### config.mk
export PLATFORM = sky130hd
export DESIGN_NAME = sdram_port_arbiter_flat
export DESIGN_NICKNAME = d
export VERILOG_FILES = /design/src/rtl/sdram_port_arbiter_pkg.sv /design/src/rtl/sdram_port_arbiter_if.sv /design/src/rtl/sdram_port_arbiter_rr_arbiter.sv /design/src/rtl/sdram_port_arbiter.sv /design/src/flat_wrapper.sv
export SDC_FILE = /design/constraint.sdc
export NUM_CORES = 1
export LEC_CHECK = 0
export ABC_AREA = 1
export CAP_MARGIN = 20
export CORE_MARGIN = 4
export CORE_UTILIZATION = 43
export DETAILED_ROUTE_END_ITERATION = 8
export HOLD_SLACK_MARGIN = 0.15
export PLACE_DENSITY_LB_ADDON = 0.25
export SLEW_MARGIN = 20
export SYNTH_ARGS = -nofsm -noshare
export SYNTH_HDL_FRONTEND = slang
export SYNTH_SLANG_ARGS = --single-unit
### constraint.sdc
create_clock -name clk -period 2.7 [get_ports clk]
set_clock_uncertainty 0.05 [all_clocks]
set_input_delay 0.675 -clock clk [delete_from_list [all_inputs] [get_ports clk]]
set_output_delay 0.675 -clock clk [all_outputs]
set_load 0.02 [all_outputs]
### src/rtl/sdram_port_arbiter_pkg.sv
// sdram_pkg: shared types and widths for the multi-port SDRAM front end.
package sdram_pkg;

  typedef enum logic [2:0] {
    ST_INIT,
    ST_IDLE,
    ST_READ,
    ST_WRITE,
    ST_REFRESH
  } state_t;

  localparam int SDR_ADDR_W = 23;
  localparam int SDR_DATA_W = 8;

  // Width of a port index; a single port still needs one bit.
  function automatic int idx_w(input int n);
    return (n > 1) ? $clog2(n) : 1;
  endfunction

endpackage

### src/rtl/sdram_port_arbiter_if.sv
// Client-side request bus plus driver-side command bus of the SDRAM front end.
// master: the arbiter. slave: the clients/driver environment.
interface sdram_port_arbiter_if #(
  parameter int NPORTS = 3,
  parameter int ADDR_W = 21
);
  import sdram_pkg::*;

  logic [NPORTS-1:0]            p_rd;
  logic [NPORTS-1:0]            p_wr;
  logic [NPORTS*ADDR_W-1:0]     p_addr;
  logic [NPORTS*SDR_DATA_W-1:0] p_din;
  logic [NPORTS*SDR_DATA_W-1:0] p_dout;
  logic [NPORTS-1:0]            p_ack;
  logic                         rfsh;
  logic                         busy;
  logic [SDR_ADDR_W-1:0]        sdr_addr;
  logic [SDR_DATA_W-1:0]        sdr_din;
  logic                         sdr_rd;
  logic                         sdr_wr;
  logic                         sdr_refresh;
  logic [SDR_DATA_W-1:0]        sdr_dout;
  logic                         sdr_busy;
  logic                         sdr_data_ready;

  modport master (
    input  p_rd, p_wr, p_addr, p_din, rfsh, sdr_dout, sdr_busy, sdr_data_ready,
    output p_dout, p_ack, busy, sdr_addr, sdr_din, sdr_rd, sdr_wr, sdr_refresh
  );

  modport slave (
    output p_rd, p_wr, p_addr, p_din, rfsh, sdr_dout, sdr_busy, sdr_data_ready,
    input  p_dout, p_ack, busy, sdr_addr, sdr_din, sdr_rd, sdr_wr, sdr_refresh
  );

endinterface

### src/rtl/sdram_port_arbiter_rr_arbiter.sv
// rr_arbiter: combinational round-robin pick. Scans from last_grant+1 and
// wraps; the grant pointer itself lives in the parent.
module rr_arbiter
  import sdram_pkg::*;
#(
  parameter int NPORTS = 3
) (
  input  logic [NPORTS-1:0]         i_req,
  input  logic [idx_w(NPORTS)-1:0]  i_last_grant,
  output logic                      o_grant_valid,
  output logic [idx_w(NPORTS)-1:0]  o_grant
);

  localparam int GW = idx_w(NPORTS);

  function automatic logic [GW-1:0] wrap(input int v);
    return GW'(v % NPORTS);
  endfunction

  // First requester after the last grant wins.
  always_comb begin
    o_grant_valid = 1'b0;
    o_grant       = '0;
    for (int i = 1; i <= NPORTS; i++) begin
      if (!o_grant_valid && i_req[wrap(int'(i_last_grant) + i)]) begin
        o_grant_valid = 1'b1;
        o_grant       = wrap(int'(i_last_grant) + i);
      end
    end
  end

endmodule

### src/rtl/sdram_port_arbiter.sv
// sdram_port_arbiter: round-robin multi-client front end to the byte-wide
// SDRAM driver; one driver command at a time, refresh always first.
// Optional: SDRAM_AUTO_REFRESH_EN adds an internal refresh interval counter.
//
// state      | meaning
// -----------+-----------------------------------------------------------
// ST_INIT    | waiting for the driver to finish its power-up (sdr_busy low)
// ST_IDLE    | picking refresh or the next client
// ST_READ    | read strobe issued, waiting for sdr_data_ready
// ST_WRITE   | write strobe issued, waiting for sdr_busy to drop
// ST_REFRESH | refresh strobe issued, waiting for sdr_busy to drop
module sdram_port_arbiter
  import sdram_pkg::*;
#(
  parameter int NPORTS           = 3,
  parameter int ADDR_W           = 21,
  parameter int REFRESH_INTERVAL = 780
) (
  input logic                  clk,
  input logic                  resetn,
  sdram_port_arbiter_if.master bus
);

  localparam int GW = idx_w(NPORTS);

  state_t                       r_state, w_state_nxt;
  logic [GW-1:0]                r_grant, r_last_grant, w_grant;
  logic                         w_grant_valid;
  logic [NPORTS-1:0]            w_req;
  logic                         r_rfsh_pend, w_rfsh_expire;
  logic                         w_start_rd, w_start_wr, w_start_rf;
  logic                         w_rd_done, w_wr_done;
  logic                         r_sdr_rd, r_sdr_wr, r_sdr_refresh;
  logic [SDR_ADDR_W-1:0]        r_sdr_addr;
  logic [SDR_DATA_W-1:0]        r_sdr_din;
  logic [NPORTS-1:0]            r_p_ack;
  logic [NPORTS*SDR_DATA_W-1:0] r_p_dout;

  // A port being acked this cycle still holds its request; keep it out of
  // the pick so it is not served twice.
  assign w_req = (bus.p_rd | bus.p_wr) & ~r_p_ack;

  rr_arbiter #(.NPORTS(NPORTS)) u_rr_arbiter (
    .i_req        (w_req),
    .i_last_grant (r_last_grant),
    .o_grant_valid(w_grant_valid),
    .o_grant      (w_grant)
  );

  // Next state and one-cycle start/done events.
  always_comb begin
    w_state_nxt = r_state;
    w_start_rd  = 1'b0;
    w_start_wr  = 1'b0;
    w_start_rf  = 1'b0;
    w_rd_done   = 1'b0;
    w_wr_done   = 1'b0;
    case (r_state)
      ST_INIT: if (!bus.sdr_busy) w_state_nxt = ST_IDLE;
      ST_IDLE: begin
        if (r_rfsh_pend) begin
          w_state_nxt = ST_REFRESH;
          w_start_rf  = 1'b1;
        end else if (w_grant_valid) begin
          if (bus.p_wr[w_grant]) begin
            w_state_nxt = ST_WRITE;
            w_start_wr  = 1'b1;
          end else begin
            w_state_nxt = ST_READ;
            w_start_rd  = 1'b1;
          end
        end
      end
      ST_READ: begin
        if (bus.sdr_data_ready) begin
          w_state_nxt = ST_IDLE;
          w_rd_done   = 1'b1;
        end
      end
      // The strobe cycle is the guard: the driver has not raised busy yet.
      ST_WRITE: begin
        if (!r_sdr_wr && !bus.sdr_busy) begin
          w_state_nxt = ST_IDLE;
          w_wr_done   = 1'b1;
        end
      end
      ST_REFRESH: if (!r_sdr_refresh && !bus.sdr_busy) w_state_nxt = ST_IDLE;
      default:    w_state_nxt = ST_INIT;
    endcase
  end

  // State register.
  always_ff @(posedge clk or negedge resetn) begin
    if (!resetn) r_state <= ST_INIT;
    else         r_state <= w_state_nxt;
  end

  // Command strobes, latched command, grant pointer and client responses.
  always_ff @(posedge clk or negedge resetn) begin
    if (!resetn) begin
      r_sdr_rd      <= 1'b0;
      r_sdr_wr      <= 1'b0;
      r_sdr_refresh <= 1'b0;
      r_sdr_addr    <= '0;
      r_sdr_din     <= '0;
      r_grant       <= '0;
      r_last_grant  <= GW'(NPORTS - 1);
      r_p_ack       <= '0;
      r_p_dout      <= '0;
    end else begin
      r_sdr_rd      <= w_start_rd;
      r_sdr_wr      <= w_start_wr;
      r_sdr_refresh <= w_start_rf;
      r_p_ack       <= '0;
      if (w_start_rd || w_start_wr) begin
        r_sdr_addr   <= SDR_ADDR_W'(bus.p_addr[w_grant*ADDR_W +: ADDR_W]);
        r_sdr_din    <= bus.p_din[w_grant*SDR_DATA_W +: SDR_DATA_W];
        r_grant      <= w_grant;
        r_last_grant <= w_grant;
      end
      if (w_rd_done || w_wr_done) r_p_ack[r_grant] <= 1'b1;
      if (w_rd_done) r_p_dout[r_grant*SDR_DATA_W +: SDR_DATA_W] <= bus.sdr_dout;
    end
  end

`ifdef SDRAM_AUTO_REFRESH_EN
  localparam int CW = (REFRESH_INTERVAL > 1) ? $clog2(REFRESH_INTERVAL) : 1;
  logic [CW-1:0] r_rfsh_cnt;

  // Free-running interval down-counter, runs in every state.
  always_ff @(posedge clk or negedge resetn) begin
    if (!resetn)               r_rfsh_cnt <= CW'(REFRESH_INTERVAL - 1);
    else if (r_rfsh_cnt == '0) r_rfsh_cnt <= CW'(REFRESH_INTERVAL - 1);
    else                       r_rfsh_cnt <= r_rfsh_cnt - 1'b1;
  end

  assign w_rfsh_expire = (r_rfsh_cnt == '0);
`else
  assign w_rfsh_expire = 1'b0;
`endif

  // Single pending-refresh flag; a new request in the issue cycle re-arms it.
  always_ff @(posedge clk or negedge resetn) begin
    if (!resetn) r_rfsh_pend <= 1'b0;
    else         r_rfsh_pend <= bus.rfsh | w_rfsh_expire | (r_rfsh_pend & ~w_start_rf);
  end

  assign bus.busy        = (r_state != ST_IDLE);
  assign bus.sdr_rd      = r_sdr_rd;
  assign bus.sdr_wr      = r_sdr_wr;
  assign bus.sdr_refresh = r_sdr_refresh;
  assign bus.sdr_addr    = r_sdr_addr;
  assign bus.sdr_din     = r_sdr_din;
  assign bus.p_ack       = r_p_ack;
  assign bus.p_dout      = r_p_dout;

endmodule

### src/flat_wrapper.sv
// flat-port wrapper written by rule: the top's interface ports become plain ports
module sdram_port_arbiter_flat import sdram_pkg::*;
#(
  parameter int NPORTS           = 3,
  parameter int ADDR_W           = 21,
  parameter int REFRESH_INTERVAL = 780
)
  (clk, resetn, bus_p_rd, bus_p_wr, bus_p_addr, bus_p_din, bus_rfsh, bus_sdr_dout, bus_sdr_busy, bus_sdr_data_ready, bus_p_dout, bus_p_ack, bus_busy, bus_sdr_addr, bus_sdr_din, bus_sdr_rd, bus_sdr_wr, bus_sdr_refresh);
  sdram_port_arbiter_if #(.NPORTS(NPORTS), .ADDR_W(ADDR_W)) bus_i ();
  input logic clk;
  input logic resetn;
  input wire logic [$bits(bus_i.p_rd)-1:0] bus_p_rd;
  input wire logic [$bits(bus_i.p_wr)-1:0] bus_p_wr;
  input wire logic [$bits(bus_i.p_addr)-1:0] bus_p_addr;
  input wire logic [$bits(bus_i.p_din)-1:0] bus_p_din;
  input wire logic [$bits(bus_i.rfsh)-1:0] bus_rfsh;
  input wire logic [$bits(bus_i.sdr_dout)-1:0] bus_sdr_dout;
  input wire logic [$bits(bus_i.sdr_busy)-1:0] bus_sdr_busy;
  input wire logic [$bits(bus_i.sdr_data_ready)-1:0] bus_sdr_data_ready;
  output wire logic [$bits(bus_i.p_dout)-1:0] bus_p_dout;
  output wire logic [$bits(bus_i.p_ack)-1:0] bus_p_ack;
  output wire logic [$bits(bus_i.busy)-1:0] bus_busy;
  output wire logic [$bits(bus_i.sdr_addr)-1:0] bus_sdr_addr;
  output wire logic [$bits(bus_i.sdr_din)-1:0] bus_sdr_din;
  output wire logic [$bits(bus_i.sdr_rd)-1:0] bus_sdr_rd;
  output wire logic [$bits(bus_i.sdr_wr)-1:0] bus_sdr_wr;
  output wire logic [$bits(bus_i.sdr_refresh)-1:0] bus_sdr_refresh;
  assign bus_i.p_rd = bus_p_rd;
  assign bus_i.p_wr = bus_p_wr;
  assign bus_i.p_addr = bus_p_addr;
  assign bus_i.p_din = bus_p_din;
  assign bus_i.rfsh = bus_rfsh;
  assign bus_i.sdr_dout = bus_sdr_dout;
  assign bus_i.sdr_busy = bus_sdr_busy;
  assign bus_i.sdr_data_ready = bus_sdr_data_ready;
  assign bus_p_dout = bus_i.p_dout;
  assign bus_p_ack = bus_i.p_ack;
  assign bus_busy = bus_i.busy;
  assign bus_sdr_addr = bus_i.sdr_addr;
  assign bus_sdr_din = bus_i.sdr_din;
  assign bus_sdr_rd = bus_i.sdr_rd;
  assign bus_sdr_wr = bus_i.sdr_wr;
  assign bus_sdr_refresh = bus_i.sdr_refresh;
  sdram_port_arbiter #(.NPORTS(NPORTS), .ADDR_W(ADDR_W), .REFRESH_INTERVAL(REFRESH_INTERVAL)) u_core (.clk(clk), .resetn(resetn), .bus(bus_i));
endmodule
### After elaboration in Yosys (flattened, before gate mapping)

Index checks and enable logic that the tools add are counted.

* add/sub/neg operators: 4
* multiply operators: 1
* div/mod/pow operators: 3
* magnitude comparators: 6
* eq/ne operators: 10
* shift operators: 4
* multiplexer cells: 40
* bitwise gates (word level): 6
* reduce and logical (&&, ||, !) cells: 14

Operators with widths (number)
* remainder unit 32 x 3 -> 32 bit, second input constant: 3
* variable part select 63 x 8 -> 21 bit: 1
* negation 5 -> 34 bit: 1
* variable shift 8 x 34 -> 24 bit, first input constant: 1
* variable part select 8 x 34 -> 24 bit: 1
* bitwise mux 24 bit: 1
* variable part select 24 x 6 -> 8 bit: 1
* two-way mux 1 bit: 23
* two-way mux 3 bit: 7
* < comparator 2 x 3 -> 1 bit, second input constant: 5
* one-hot mux 3 bit (5 select lines): 1
* binary-select mux 1 bit (select 2 bit): 4
* multiplier 2 x 5 -> 7 bit, second input constant: 1
* adder 2 x 2 -> 3 bit, second input constant: 2
* equality test 3 x 2 -> 1 bit, second input constant: 2
* two-way mux 2 bit: 3
* logical AND 1 bit: 5
* zero test 1 bit: 5
* AND reduction 5 bit: 1
* inequality test 2 x 1 -> 1 bit, second input constant: 2
* inequality test 2 bit, second input constant: 2
* adder 2 x 1 -> 3 bit, second input constant: 1
* AND 3 bit: 1
* equality test 3 x 1 -> 1 bit, second input constant: 1
* 12 further kinds: 13

* bits in registers: 67
* input bits: 106
* logic and storage cells: 99

### Longest topological paths before layout

* depth after elaboration: 18
* mapped depth: 16

### Modules after synthesis

From an unflattened synthesis, not the netlist that was laid out.

* cell total of the unflattened synthesis: 502
* area total of the unflattened synthesis: 3704.8 um2

Modules (own cells, without submodules)
* sdram_port_arbiter: times used 1, cells each 460, area an instance 3490.8 um2, seq. area each 1652.8 um2
* rr_arbiter: times used 1, cells each 42, area an instance 214.0 um2, seq. area each 0.0 um2

### Worst setup path after synthesis

No wires, ideal clock.

* path kind: register to register
* from: register u_core.r_last_grant[1]
* to: register u_core.r_sdr_addr[7] (netlist: u_core.bus.sdr_addr[7])
* library setup time: 125 ps
* data arrival time: 1949 ps
* slack: 576 ps
* stages on the path, launching flop included: 14
* path through: dfstp_2 -> inv_1 -> ha_1 -> inv_2 -> nand3_2 -> nand3_2 -> nand2_2 -> nand2_1 -> nand2_1 -> nand2_1 -> nand2_2 -> buf_2 -> o211ai_1 -> a21oi_2

* cells in the longest elaborated chain, start to end: 18

Ends and longest elaborated chain
* from (decl): line sdram_port_arbiter.sv:27 `logic [GW-1:0] r_grant, r_last_grant, w_grant;`
* from (signal assigned): line sdram_port_arbiter.sv:107 `r_last_grant <= GW'(NPORTS - 1);`
* from (signal assigned): line sdram_port_arbiter.sv:119 `r_last_grant <= w_grant;`
* branches (longest 18 deep; another with remainder unit 32 x 3 -> 32 bit)
* to (signal assigned): line sdram_port_arbiter.sv:116 `r_sdr_addr <= SDR_ADDR_W'(bus.p_addr[w_grant*ADDR_W +: ADDR_W]);`
* to (decl): line sdram_port_arbiter.sv:34 `logic [SDR_ADDR_W-1:0] r_sdr_addr;`

Several ways; the timed one is not identified. The select of a mux whose other input is x is not followed.
A chain may end at the register's enable or synchronous reset.

### Final worst setup path

* from: register u_core.r_last_grant[1]
* to: register u_core.r_state[0]

* cells in the longest elaborated chain, start to end: 17

Ends and longest elaborated chain
* adder 2 x 1 -> 3 bit: line sdram_port_arbiter_rr_arbiter.sv:25, sdram_port_arbiter_rr_arbiter.sv:27
* remainder unit 32 x 3 -> 32 bit: line sdram_port_arbiter_rr_arbiter.sv:17 `return GW'(v % NPORTS);`
* binary-select mux 1 bit (select 2 bit): line sdram_port_arbiter_rr_arbiter.sv:25 `if (!o_grant_valid && i_req[wrap(int'(i_last_grant) + i)]) begin`
* two-way mux 1 bit (not written as such): line sdram_port_arbiter_rr_arbiter.sv:25
* two-way mux 1 bit: line sdram_port_arbiter_rr_arbiter.sv:25
* zero test 1 bit: line sdram_port_arbiter_rr_arbiter.sv:25
* logical AND 1 bit: line sdram_port_arbiter_rr_arbiter.sv:25
* two-way mux 1 bit: line sdram_port_arbiter_rr_arbiter.sv:25
* zero test 1 bit: line sdram_port_arbiter_rr_arbiter.sv:25
* logical AND 1 bit: line sdram_port_arbiter_rr_arbiter.sv:25
* two-way mux 2 bit: line sdram_port_arbiter_rr_arbiter.sv:25
* binary-select mux 1 bit (select 2 bit): line sdram_port_arbiter.sv:65 `if (bus.p_wr[w_grant]) begin`
* two-way mux 1 bit (not written as such): line sdram_port_arbiter.sv:65
* two-way mux 1 bit: line sdram_port_arbiter.sv:65
* two-way mux 3 bit: line sdram_port_arbiter.sv:64 `end else if (w_grant_valid) begin`
* two-way mux 3 bit: line sdram_port_arbiter.sv:61 `if (r_rfsh_pend) begin`
* one-hot mux 3 bit (5 select lines): line sdram_port_arbiter.sv:58 `case (r_state)`
* to (signal assigned): line sdram_port_arbiter.sv:95 `else r_state <= w_state_nxt;`
* to (decl): line sdram_port_arbiter.sv:26 `state_t r_state, w_state_nxt;`

Several ways; a longest one is shown, not always the timed one. The select of a mux whose other input is x is not followed.

==> results.md <==
* Unique masters post-synth at 30
* Clock power frac at 13.5%
* Setup TNS at 0 ns
* GRT Resource Usage Total at 21.1%
* Crit Path Category: register to register
* R2R Path Start: u_core.r_last_grant[1]$_DFFE_PN1P_
* Largest net degree at the start of global routing at 67
* Hpwl dp at between 8 and 9 mm
* Synth top area cells: dfrtp_1 (42%), nand2_1 (13%), inv_1 (8.0%), o211ai_1 (5.8%), nor2_1 (4.3%)
* Worst skew pair latency at ~0.34 ns
* Combinational cell fraction of total power at between 60 and 70%
* Crit. Startpoint: u_core.r_last_grant[1]$_DFFE_PN1P_
* Critical Path AT at 2.70 ns
* Routed Antenna Nets at 0
* Number of antenna diodes at 0
* CP Capture Type: register
* VDD IR max at 690 uV
* GRT busiest layer: met2
* Mapped cell area at 3860 um2
* Adder-cell share of the synthesized area at 2.59%
* Minimum clock period at approximately 2.5 ns
* Height of the die at 103 um
* Post-synth ARST share at 100%
* Crit path max-delay family: simple AND/OR/NAND/NOR gates
* Cell Int Power at a little under 4 mW
* Share of the synthesized area in the top cell type at ~42%
* Flops & latches, synth at 66
* Num rows at 34
* Fraction of layout cells with a size suffix above 1 at under 10%
* RSZ-0062 raised after global routing: false
* H-tree levels at 3
* PwrDens at about 1300 nW/um2
* Post-CTS setup buffers at 0
* Sw frac at 47.5%
* Met3 track demand over resource at 6.83%
* Final WL at between 10 and 15 mm
* Crit path largest cell delay at around 0.53 ns
* Reg power frac at 20.9%
* Pre-CTS WS at -0.104 ns
* Clock Path Buffers at 2
* P_sw at 3.52 mW
* Post-synth EDFFs at 0
* Fill count at just over 700
* Num CTS Buffers at 9
* Met1 Track Usage GR at 25.9%
* Synth Instances at ~520
* Leak pwr at 2.89 nW
* Yosys warns at 0
* Core ar. at 8720 um2
* Final Hold Viols at 0
* Status: completed
* Starting Density at ~44%
* CTS tree: built
* Vias in the first global route at 3878
* Dominant synthesized flop cell: dfrtp_1
* Clk root buf: clkbuf_8
* GP Congestion at 0.879
* Startpoint types: register
* Nets at 800
* Seq/Total Area, Yosys at 42.8%
* Mux cell area share after synthesis at 0%
* CP Buf/Inv Count at 3
* Residual DRC count at 0
* Final worst slack at 0.214 ns
* Wire per inst at around 14 um
* Synth Area in XOR/XNOR at 0%
* 1st-pass router iterations at 4
* Pins over their slew limit at 0
* DR iter-0 viols at 125
* Syn Area/Cell at 7.39 um2
* IO Port Bufs at 165
* CTS sink count at between 60 and 70
* Dpl cells at roughly 800
* Post-synthesis simple-gate area fraction at 26.6%
* Die ar. at 10600 um2
* Initial antenna violation count at 0
* Largest family of logic cells by synthesized area: simple AND/OR/NAND/NOR gates
* GRT met2 Usage at 34.6%
* I/O pins at 168
* First-pass GRT wire length at 17.7 mm
* Area leader, netlist: dfrtp_1
* Slowest CP cell: dfstp_2
* Post-synth top cells: nand2_1 (135), inv_1 (82), dfrtp_1 (65)
* Die X at 103 um
* Clock transition at path regs at 0.07 ns
* Most frequent cell after synthesis: nand2_1
* Worst Path Max Fanout at 43
* Non-filler cells, final at 799
* Critical path, cell by cell: inv_1, ha_1, inv_2, nand3_1, nand3_1, nand4_1, nand2_2, buf_12, nand2_1, nand3_2, nand3_2, a21oi_2
* Routed vias/inst at 4.99
* Max-cap violations at 0
* Total vias in the final route at 3986
* Total gr overflow at 0
* Fmax at 402 MHz
* Crit share post-route at slightly above 90%
* # setup viols final at 0
* Compound-Gate Fraction of Synth Area at 14.6%
* P&R area growth vs syn at 51.4%
* WP data required at about 2.9 ns
* Min-Delay Path Class: input port to async pin
==> worst paths after layout <==
path | cells past startpoint | endpoint | slack (ns)
worst max-delay path | 12 | u_core.r_state[0]$_DFFE_PN0P_ | 0.21
worst min register to register | 2 | u_core.bus.p_dout[22]$_DFFE_PN0P_ | 0.46
worst min-delay path | 2 | u_core.r_state[1]$_DFFE_PN0P_ | 0.30
worst max register to register | 12 | u_core.r_state[0]$_DFFE_PN0P_ | 0.21
max in group asynchronous | 2 | u_core.r_last_grant[1]$_DFFE_PN1P_ | 1.98
min in group clk | 2 | u_core.bus.p_dout[22]$_DFFE_PN0P_ | 0.46
==> worst register-to-register path: cells and delay by family (launching register included) <==
family	cells	cell delay, ns
and+or+nand+nor	7	0.93
AOI/OAI and AO/OA	1	0.13
DFF	1	0.53
adders and majority gates	1	0.40
buffers and inverters	3	0.39
==> routing by layer <==
layer / part of all wire [%] / routed length (um)
met1: 40 / 4370
met2: 48 / 5200
met3: 10 / 1140
met4: 2.1 / 225
met5: 0 / 0
==> cell families after synthesis <==
group / after synthesis
adders and majority gates: 8
other: 1
buffers and inverters: 115
AOI/OAI and AO/OA: 94
DFF: 66
and+or+nand+nor: 238
==> placed cells by master (no fill, tap or decap), drive strengths merged <==
master | Yosys | layout
clkdlybuf4s50 | 0 | 164
nand2 | 139 | 139
inv | 91 | 91
dfrtp | 65 | 65
nor2 | 46 | 46
a21oi | 33 | 33
o211ai | 30 | 30
nand3 | 29 | 29
o21ai | 29 | 29
nand4 | 19 | 19
buf | 21 | 12
clkbuf | 3 | 9
ha | 8 | 8
nor3 | 3 | 3
bufinv | 0 | 3
clkinvlp | 0 | 3
nor4 | 2 | 2
conb | 1 | 2
a31oi | 1 | 1
o21bai | 1 | 1
clkinv | 0 | 1
dfstp | 1 | 1
==> state kept, by name (all words and copies together), names as in the netlist <==
name and count:
u_core.r_last_grant 2, u_core.bus.sdr_addr 21, u_core.r_rfsh_pend 1, u_core.r_grant 1
u_core.bus.p_ack 3, u_core.r_state 3, u_core.bus.sdr_refresh 1, u_core.bus.sdr_din 8
u_core.bus.sdr_rd 1, u_core.bus.sdr_wr 1, u_core.bus.p_dout 24
==> power groups by stage <==
stage / clock network [mW] / logic [mW] / registers, mW
2_1_floorplan: 0 / 3.03 / 1.89
3_5_place_dp: 0 / 4.90 / 1.56
4_1_cts: 1.02 / 4.91 / 1.55
5_1_grt: 1.06 / 5.43 / 1.60
3_3_place_gp: 0 / 4.77 / 1.56
6_report: 0.999 / 4.86 / 1.55
==> metrics by stage <==
stage | hold slack [ns] | instance area (um2) | total power [mW] | util [%]
global placement | 0.438 | 5600 | 6.33 | 64.2
finish | 0.296 | 5840 | 7.41 | 67.0
detailed placement | 0.446 | 5600 | 6.46 | 64.2
CTS | 0.303 | 5840 | 7.47 | 66.9
global route | 0.313 | 5840 | 8.09 | 67.0
floorplan | 0.329 | 3860 | 4.92 | -
==> area by class of cell <==
class / count / area [um2] / share of cell area [%]
timing repair buffer: 176 / 1770 / 30.2
multi-input combinational: 342 / 1700 / 29.1
sequential: 66 / 1650 / 28.3
inverter: 91 / 347 / 5.93
tap: 108 / 135 / 2.31
clock buffer: 9 / 124 / 2.12
clock inverter: 7 / 118 / 2.01
==> what timing repair did <==
action	in CTS	in global routing
hold buffers	0	0
resized for setup	0	1
setup endpoints to repair	0	3
No activity file was read; power rests on OpenSTA's default activity.
